File: config.mk
export PLATFORM = sky130hd
export DESIGN_NAME = ooo_mem_responder_flat
export DESIGN_NICKNAME = d
export VERILOG_FILES = /design/src/rtl/ooo_mem_responder_if.sv /design/src/rtl/ooo_mem_responder.sv /design/src/flat_wrapper.sv
export SDC_FILE = /design/constraint.sdc
export NUM_CORES = 2
export LEC_CHECK = 0
export BUFFER_PORTS_ARGS = -buffer_cell sky130_fd_sc_hd__buf_2
export CORE_ASPECT_RATIO = 2
export CORE_MARGIN = 1
export CORE_UTILIZATION = 55
export DETAILED_ROUTE_END_ITERATION = 10
export GPL_ROUTABILITY_DRIVEN = 0
export PLACE_DENSITY = 0.74
export SLEW_MARGIN = 20
export SYNTH_ARGS = -nofsm -noshare
export SYNTH_HDL_FRONTEND = slang
export SYNTH_SLANG_ARGS = --single-unit
File: constraint.sdc
create_clock -name clk -period 21.3 [get_ports clk]
set_input_delay 4.26 -clock clk [delete_from_list [all_inputs] [get_ports clk]]
set_output_delay 4.26 -clock clk [all_outputs]
set_load 0.02 [all_outputs]
File: src/rtl/ooo_mem_responder_if.sv
// Tagged read request / response bundle between the ROB (master) and the
// out-of-order memory responder (slave).
interface ooo_mem_responder_if #(
  parameter int SWIDTH = 4,
  parameter int AWIDTH = 40,
  parameter int DWIDTH = 32
);
  logic              mem_req_val;
  logic [AWIDTH-1:0] mem_req_addr;
  logic [SWIDTH-1:0] mem_req_ID;
  logic              mem_rsp_val;
  logic [SWIDTH-1:0] mem_rsp_ID;
  logic [DWIDTH-1:0] mem_rsp_data;

  modport master (
    output mem_req_val, mem_req_addr, mem_req_ID,
    input  mem_rsp_val, mem_rsp_ID, mem_rsp_data
  );

  modport slave (
    input  mem_req_val, mem_req_addr, mem_req_ID,
    output mem_rsp_val, mem_rsp_ID, mem_rsp_data
  );
endinterface

File: src/rtl/ooo_mem_responder.sv
// Memory model behind the ROB: holds each tagged read in its own slot for a fixed
// or LFSR-driven latency, then returns it through a round-robin arbiter, one per cycle.
module ooo_mem_responder #(
  parameter int          ROB_SIZE  = 16,
  parameter int          SWIDTH    = 4,
  parameter int          AWIDTH    = 40,
  parameter int          DWIDTH    = 32,
  parameter int          LAT_WIDTH = 4,
  parameter logic [31:0] LFSR_SEED = 32'h1d76993a
) (
  input  logic                 clk,
  input  logic                 rst,
  input  logic                 cfg_fix_lat_en,
  input  logic [LAT_WIDTH-1:0] cfg_fix_lat,
  ooo_mem_responder_if.slave   mem,
  output logic [SWIDTH:0]      busy_cnt,
  output logic                 err_dup_id
);

  localparam logic [31:0] LFSR_POLY = 32'h80200003;

  typedef logic [SWIDTH-1:0]    id_t;
  typedef logic [LAT_WIDTH-1:0] lat_t;

  // Slot storage
  logic [ROB_SIZE-1:0] slot_valid_q, slot_valid_d;
  logic [AWIDTH-1:0]   slot_addr_q [ROB_SIZE];
  logic [AWIDTH-1:0]   slot_addr_d [ROB_SIZE];
  lat_t                slot_cnt_q  [ROB_SIZE];
  lat_t                slot_cnt_d  [ROB_SIZE];

  logic [31:0]         lfsr_q, lfsr_d;
  id_t                 ptr_q, ptr_d;
  logic                rsp_val_q, rsp_val_d;
  id_t                 rsp_id_q, rsp_id_d;
  logic [DWIDTH-1:0]   rsp_data_q, rsp_data_d;
  logic [SWIDTH:0]     busy_q, busy_d;
  logic                err_q, err_d;

  logic [ROB_SIZE-1:0] eligible;
  logic                grant_val;
  id_t                 grant_id;
  id_t                 scan_id;
  logic                req_hit;
  logic                accept;
  logic                dup;
  lat_t                new_lat;

  // A slot being granted this cycle is still valid, so a request for it is a duplicate.
  assign req_hit = slot_valid_q[mem.mem_req_ID];
  assign accept  = mem.mem_req_val && !req_hit;
  assign dup     = mem.mem_req_val && req_hit;
  assign new_lat = cfg_fix_lat_en ? cfg_fix_lat : lfsr_q[LAT_WIDTH-1:0];

  always_comb begin
    eligible = '0;
    for (int i = 0; i < ROB_SIZE; i++) begin
      eligible[i] = slot_valid_q[i] && (slot_cnt_q[i] == '0);
    end
  end

  // Round-robin search from ptr_q; the id_t addition wraps because ROB_SIZE == 2**SWIDTH.
  always_comb begin
    grant_val = 1'b0;
    grant_id  = '0;
    scan_id   = '0;
    for (int i = 0; i < ROB_SIZE; i++) begin
      scan_id = ptr_q + id_t'(i);
      if (!grant_val && eligible[scan_id]) begin
        grant_val = 1'b1;
        grant_id  = scan_id;
      end
    end
  end

  // NOTE: every variable gets its default at the top of a combinational block, so
  // no path can leave a value unassigned and infer a latch.
  always_comb begin
    slot_valid_d = slot_valid_q;
    slot_addr_d  = slot_addr_q;
    for (int i = 0; i < ROB_SIZE; i++) begin
      slot_cnt_d[i] = (slot_valid_q[i] && slot_cnt_q[i] != '0) ? slot_cnt_q[i] - lat_t'(1)
                                                                : slot_cnt_q[i];
    end
    if (grant_val) begin
      slot_valid_d[grant_id] = 1'b0;
    end
    if (accept) begin
      slot_valid_d[mem.mem_req_ID] = 1'b1;
      slot_addr_d[mem.mem_req_ID]  = mem.mem_req_addr;
      slot_cnt_d[mem.mem_req_ID]   = new_lat;
    end
  end

  always_comb begin
    lfsr_d     = accept ? ((lfsr_q >> 1) ^ (lfsr_q[0] ? LFSR_POLY : 32'h0)) : lfsr_q;
    ptr_d      = grant_val ? grant_id + id_t'(1) : ptr_q;
    rsp_val_d  = grant_val;
    rsp_id_d   = grant_val ? grant_id : rsp_id_q;
    rsp_data_d = grant_val ? DWIDTH'(slot_addr_q[grant_id]) : rsp_data_q;
    busy_d     = busy_q + (SWIDTH+1)'(accept) - (SWIDTH+1)'(grant_val);
    err_d      = err_q | dup;
  end

  // NOTE: state registers use non-blocking assignments so every register samples
  // the pre-edge values of the others, independent of statement order.
  always_ff @(posedge clk or posedge rst) begin
    if (rst) begin
      slot_valid_q <= '0;
      // NOTE: slot address/counter storage is reset as well, so the first response
      // after reset can never expose stale contents.
      for (int i = 0; i < ROB_SIZE; i++) begin
        slot_addr_q[i] <= '0;
        slot_cnt_q[i]  <= '0;
      end
      lfsr_q     <= LFSR_SEED;
      ptr_q      <= '0;
      rsp_val_q  <= 1'b0;
      rsp_id_q   <= '0;
      rsp_data_q <= '0;
      busy_q     <= '0;
      err_q      <= 1'b0;
    end else begin
      slot_valid_q <= slot_valid_d;
      slot_addr_q  <= slot_addr_d;
      slot_cnt_q   <= slot_cnt_d;
      lfsr_q       <= lfsr_d;
      ptr_q        <= ptr_d;
      rsp_val_q    <= rsp_val_d;
      rsp_id_q     <= rsp_id_d;
      rsp_data_q   <= rsp_data_d;
      busy_q       <= busy_d;
      err_q        <= err_d;
    end
  end

  assign mem.mem_rsp_val  = rsp_val_q;
  assign mem.mem_rsp_ID   = rsp_id_q;
  assign mem.mem_rsp_data = rsp_data_q;
  assign busy_cnt         = busy_q;
  assign err_dup_id       = err_q;

endmodule

File: src/flat_wrapper.sv
// flat-port wrapper written by rule: the top's interface ports become plain ports
module ooo_mem_responder_flat 
#(
  parameter int          ROB_SIZE  = 16,
  parameter int          SWIDTH    = 4,
  parameter int          AWIDTH    = 40,
  parameter int          DWIDTH    = 32,
  parameter int          LAT_WIDTH = 4,
  parameter logic [31:0] LFSR_SEED = 32'h1d76993a
)
  (clk, rst, cfg_fix_lat_en, cfg_fix_lat, busy_cnt, err_dup_id, mem_mem_req_val, mem_mem_req_addr, mem_mem_req_ID, mem_mem_rsp_val, mem_mem_rsp_ID, mem_mem_rsp_data);
  ooo_mem_responder_if #(.SWIDTH(SWIDTH), .AWIDTH(AWIDTH), .DWIDTH(DWIDTH)) mem_i ();
  input  logic clk;
  input  logic rst;
  input  logic cfg_fix_lat_en;
  input  logic [LAT_WIDTH-1:0] cfg_fix_lat;
  output logic [SWIDTH:0] busy_cnt;
  output logic err_dup_id;
  input wire logic [$bits(mem_i.mem_req_val)-1:0] mem_mem_req_val;
  input wire logic [$bits(mem_i.mem_req_addr)-1:0] mem_mem_req_addr;
  input wire logic [$bits(mem_i.mem_req_ID)-1:0] mem_mem_req_ID;
  output wire logic [$bits(mem_i.mem_rsp_val)-1:0] mem_mem_rsp_val;
  output wire logic [$bits(mem_i.mem_rsp_ID)-1:0] mem_mem_rsp_ID;
  output wire logic [$bits(mem_i.mem_rsp_data)-1:0] mem_mem_rsp_data;
  assign mem_i.mem_req_val = mem_mem_req_val;
  assign mem_i.mem_req_addr = mem_mem_req_addr;
  assign mem_i.mem_req_ID = mem_mem_req_ID;
  assign mem_mem_rsp_val = mem_i.mem_rsp_val;
  assign mem_mem_rsp_ID = mem_i.mem_rsp_ID;
  assign mem_mem_rsp_data = mem_i.mem_rsp_data;
  ooo_mem_responder #(.ROB_SIZE(ROB_SIZE), .SWIDTH(SWIDTH), .AWIDTH(AWIDTH), .DWIDTH(DWIDTH), .LAT_WIDTH(LAT_WIDTH), .LFSR_SEED(LFSR_SEED)) u_core (.clk(clk), .rst(rst), .cfg_fix_lat_en(cfg_fix_lat_en), .cfg_fix_lat(cfg_fix_lat), .mem(mem_i), .busy_cnt(busy_cnt), .err_dup_id(err_dup_id));
endmodule
Yosys cells after proc, flatten, opt, wreduce, memory -nomap -nowiden
Index checks and enable logic that the tools add are counted.
- bits of input ports: 52
- ROM bits: 0
- RAM bits: 0
- register bits after elaboration: 799
- bits in latches: 0
- word-level logic and storage cells: 304
- memories: 0
- output and inout bits: 43
- div/mod/pow operators: 0
- magnitude comparators: 23
- add/sub/neg operators: 34
- muxes and demuxes: 100
- shift-type cells: 0
- equality and inequality tests: 0
- bitwise operators: 7
- reduce and logical (&&, ||, !) cells: 100
- multipliers: 0
- operator list (operator ; count):
    640-bit bitwise mux ; 1
    40-bit binary-select mux with 4-bit select ; 1
    40-bit demux with 4-bit select ; 1
    4-bit two-way mux ; 34
    32-bit two-way mux ; 3
    4-bit by 5-bit less-than comparator with 1-bit output (second input constant) ; 18
    1-bit binary-select mux with 4-bit select ; 17
    64-bit bitwise mux ; 1
    4-bit zero test ; 16
    64-bit two-way mux ; 1
    4-bit nonzero test ; 16
    4-bit by 1-bit subtractor with 4-bit output (second input constant) ; 16
    1-bit logical AND ; 52
    40-bit two-way mux ; 1
    1-bit two-way mux ; 35
    4-bit adder (second input constant) ; 8
    16-bit two-way mux ; 2
    31-bit by 32-bit XOR with 32-bit output ; 1
    4-bit by 3-bit adder with 4-bit output (second input constant) ; 4
    16-bit bitwise AND ; 1
    4-bit demux with 4-bit select ; 1
    1-bit zero test ; 16
    16-bit NOT ; 1
    16-bit OR ; 1
    other kinds (10) ; 16

Longest topological paths before layout
- word-level depth: 59
- depth in mapped cells: 23
- depth with buffers taken out: 20

Worst setup path before layout
No wires, ideal clock.
- path type: in2reg
- from: input port mem_mem_req_ID[0]
- to: register u_core.busy_q[4], in the netlist u_core.busy_cnt[4]
- buffers on the path: 4
- setup time: 0.125 ns
- cell stages on the path: 15
- slack: 13.684 ns
- arrival: 7.491 ns
- data required time: 21.175 ns
- path through: clkbuf_1 > mux4_2 > mux4_2 > nand2b_1 > clkbuf_1 > clkbuf_1 > inv_1 > clkbuf_1 > ha_1 > inv_1 > fa_1 > inv_1 > a21o_1 > a21oi_1 > xnor2_1
- word-level cells in the longest chain between the ends: 6
- RTL lines (element ; line ; RTL):
    start, declared ; flat_wrapper.sv:21 ; input wire logic [$bits(mem_i.mem_req_ID)-1:0] mem_mem_req_ID;
    1-bit binary-select mux with 4-bit select ; ooo_mem_responder.sv:50 ; assign req_hit = slot_valid_q[mem.mem_req_ID];
    1-bit two-way mux (not written as such) ; ooo_mem_responder.sv:50 ;
    1-bit zero test ; ooo_mem_responder.sv:51 ; assign accept = mem.mem_req_val && !req_hit;
    1-bit logical AND ; ooo_mem_responder.sv:51 ;
    via u_core.accept ; ooo_mem_responder.sv:45 ; logic accept;
    5-bit by 1-bit adder with 5-bit output ; ooo_mem_responder.sv:101 ; busy_d = busy_q + (SWIDTH+1)'(accept) - (SWIDTH+1)'(grant_val);
    5-bit by 1-bit subtractor with 5-bit output ; ooo_mem_responder.sv:101 ;
    via u_core.busy_d[4] ; ooo_mem_responder.sv:37 ; logic [SWIDTH:0] busy_q, busy_d;
    end signal, assigned ; ooo_mem_responder.sv:132 ; busy_q <= busy_d;
    end, declared ; ooo_mem_responder.sv:37 ;
The timed path passes the listed nets, and every way through them passes these cells. The select of a mux whose other input is x is not followed.
A chain may end at the register's enable or synchronous reset.

Worst setup path after layout
- from: register u_core.ptr_q[0]
- to: register u_core.rsp_data_q[10], in the netlist u_core.mem.mem_rsp_data[10]
- word-level cells in the longest chain between the ends: 52
- elaborated cells on any way between the ends: 113
- classes of those cells: add/sub: 15; mux: 67; bitwise: 1; reduce/logical: 30
- RTL lines (element ; line ; RTL):
    start, declared ; ooo_mem_responder.sv:33 ; id_t ptr_q, ptr_d;
    start signal, assigned ; ooo_mem_responder.sv:128 ; ptr_q <= ptr_d;
    branches (longest 52 deep; another with 4-bit by 1-bit adder with 4-bit output) ; n/a ;
    end signal, assigned ; ooo_mem_responder.sv:131 ; rsp_data_q <= rsp_data_d;
    end, declared ; ooo_mem_responder.sv:36 ; logic [DWIDTH-1:0] rsp_data_q, rsp_data_d;
Several ways; the timed one is not identified. The select of a mux whose other input is x is not followed.

==> run_results.csv <==
group,metric,value,unit
layout,final_cell_mix,"nand2_1 (1569), dfrtp_1 (654), mux2i_1 (230)",
timing,worst_pin_slew,1.21,ns
layout,seq_area,0.0168,mm^2
job,drv_cap,0,
timing,period_minus_slack,8.30,ns
clock_tree,cts_tree,"yes",
drt,drt_wl_total,105,mm
outcome,status,"completed",
yosys,netlist_instances,3809,
timing,max_freq,0.120,GHz
yosys,ys_seq_elements,671,
yosys,synth_area,0.0343,mm^2
timing,finalSetupViolations,0,
timing,relSlewSlack,0.194,
timing,skew,0.0174,ns
drt,met2_length,52.7,mm
global_route,grt_pass1_wl,161,mm
layout,fin_nets,3870,
yosys,yosys_warnings,0,
setup_path,max_stage_delay,0.92,ns
drt,via_per_inst,6.10,
drt,remaining_drc_errors,0,
yosys,syn_avg_cell_area,9.00,um^2
drt,firstDrtPassIters,8,
timing,timing.hold.ws,0.455,ns
drt,drt-met1-wl,38.3,mm
clock_tree,h-tree-depth,2,
setup_path,cp-end-kind,"flop",
setup_path,crit_arrival,8.85,ns
timing,period_share,0.390,
global_route,grt_usage,0.338,
placement,place.detailed.hpwl,63.9,mm
drt,vias,28100,
clock_tree,numCtsBuffers,57,
timing,finalHoldViolCount,0,
hold_path,hold_path_class,"reg2reg",
yosys,async_flop_share,1.00,
clock_tree,cts_buffer_depth,3,
drt,antenna_left,0,
setup_path,crit_type,"reg2reg",
layout,final_common_cell,"nand2_1",
timing,rsz0062_at_grt,"false",
setup_path,timing.rr.start,"u_core.ptr_q[0]$_DFFE_PP0N_",
yosys,synth_edf_count,0,
clock_tree,path_clk_slew,0.07,ns
clock_tree,cts_resized,0,
floorplan,top_level_ports,95,
floorplan,die_area,0.0634,mm^2
setup_path,cp.required,21.85,ns
floorplan,die_h,355,um
floorplan,die_w,179,um
global_route,grt_pass1_vias,27800,
setup_path,worst_setup_path_start_kind,"flop",
floorplan,initial_core_util,0.556,
floorplan,rows,129,
drt,wl_per_cell,22.9,um
layout,final_core_utilization,0.601,
clock_tree,cts.sinks,671,
global_route,grt_start_max_net_pins,164,
global_route,overflow,0,
drt,drt_iter0_drc,2553,
drt,top_layer_used,"met4",
layout,fill_cells,5391,
clock_tree,root_buffer,"clkbuf_16",
floorplan,core,0.0617,mm^2
clock_tree,cts_hold_buf,0,
setup_path,crit_fanout,43,
yosys,synthesis.nets,3906,
drt,met3_length,6.58,mm
clock_tree,post_cts_buffers,0,
layout,multi_input_area,0.0163,mm^2
yosys,yosysSeqAreaShare,0.490,
clock_tree,insertion_delay,0.63,ns
placement,port_buffers,86,
setup_path,worstSetupStartpoint,"u_core.ptr_q[0]$_DFFE_PP0N_",
setup_path,worst_path_max_delay_cell,"dfrtp_1",
timing,finalSetupTns,0,ns
layout,areaGrowthSynthToFinish,8.06,%
hold_path,worstHoldStart,"u_core.lfsr_q[27]$_DFFE_PP1P_",
global_route,antenna_found_initial,1,
layout,drive_gt1_frac,0.124,
timing,slew_violations,0,
yosys,synthFlopType,"dfrtp_1",
yosys,synth_cell_types,92,
setup_path,path_cells,"inv_2 -> ha_1 -> buf_4 -> nor2b_1 -> a22o_1 -> nor4b_1 -> nor4_4 -> nor4_4 -> nand3b_4 -> nor3_1 -> and2_2 -> inv_2 -> buf_4 -> nand2_1 -> nand2_1 -> o22ai_1 -> nor2_1 -> a31oi_1",
## worst paths after layout
path / to / slack, ns / depth (start not counted)
worst max-delay path: u_core.mem.mem_rsp_data[10]$_DFFE_PP0N_ / 13.00 / 18
worst min-delay path: u_core.lfsr_q[26]$_DFFE_PP1P_ / 0.45 / 2
worst max register to register: u_core.mem.mem_rsp_data[10]$_DFFE_PP0N_ / 13.00 / 18
worst min register to register: u_core.lfsr_q[26]$_DFFE_PP1P_ / 0.45 / 2
max in group asynchronous: u_core.slot_addr_q[226]$_DFFE_PP0P_ / 14.39 / 5
min in group asynchronous: u_core.slot_addr_q[561]$_DFFE_PP0P_ / 3.77 / 2
## kinds of logic (layout without fill, tap and decap cells)
group                    after synthesis  after routing  synth area share
XOR/XNOR                              69             69            0.0178
adder cells (fa/ha/maj)               45             45            0.0166
AO/OA/AOI/OAI                        384            384            0.0760
AND/OR/NAND/NOR                     1959           1959             0.233
multiplexers                         384            384             0.127
flip-flops                           671            671             0.490
buffers and inverters                297            305            0.0391
other                                  0              1                 0
## worst max-delay path, delay by kind of cell (launching register included)
family          cells  cell delay, ns
compound gates      3            0.89
fa+ha+maj           1            0.79
simple gates       10            4.04
buf+inv             4            1.47
flops               1            0.92
## metal layers
metal  global-route usage  vias up
met2                0.575     1179
met4                0.219        0
met5                    0        -
met1                0.400    14000
met3               0.0403      409
li1                     -    12500
## Yosys cell counts (18+ instances only)
cell type  instances  area, um^2
xnor2_1           44         385
nor3_1            22         110
mux4_2            27         608
o21ai_0           84         420
clkbuf_1         171         642
a211oi_1          47         353
xor2_1            24         210
nor4_1            28         175
ha_1              44         551
mux2_2           125        1410
nor2_1           170         638
inv_1             48         180
nand3_1           33         165
mux2i_1          231        2310
nand2_1         1578        5920
o22ai_1           25         156
nor2b_1           25         156
a21oi_1           64         320
buf_2             23         115
buf_6             18         203
a31oi_1           44         275
dfrtp_1          654       16400
## cell type report
class / instances / share of cell area
Inverter: 54 / 0.00557
Multi-Input combinational cell: 2841 / 0.440
Timing Repair Buffer: 148 / 0.0247
Clock buffer: 82 / 0.0457
Antenna cell: 1 / 0.0000676
Tap cell: 786 / 0.0266
Clock inverter: 21 / 0.00338
Sequential cell: 671 / 0.454
## flip-flops by register name, summed over array words and instances, names as in the netlist
name                     count
u_core.slot_addr_q         512
u_core.slot_cnt_q           64
u_core.lfsr_q               32
u_core.mem.mem_rsp_data     32
u_core.slot_valid_q         16
u_core.busy_cnt              5
u_core.mem.mem_rsp_ID        4
u_core.ptr_q                 4
u_core.err_dup_id            1
u_core.mem.mem_rsp_val       1
## stage by stage
stage / setup WS [ns] / cell area (um^2) / instances
floorplan: 7.88 / 34300 / 3809
global placement: 13.08 / 35200 / 4500
detailed placement: 13.08 / 35200 / 4500
CTS: 13.15 / 37000 / 4603
global route: 12.73 / 37000 / 4603
finish: 13.00 / 37000 / 4604
Power is not shown: default switching activity piles up to over one toggle a cycle in this logic, so the estimate is an artifact.
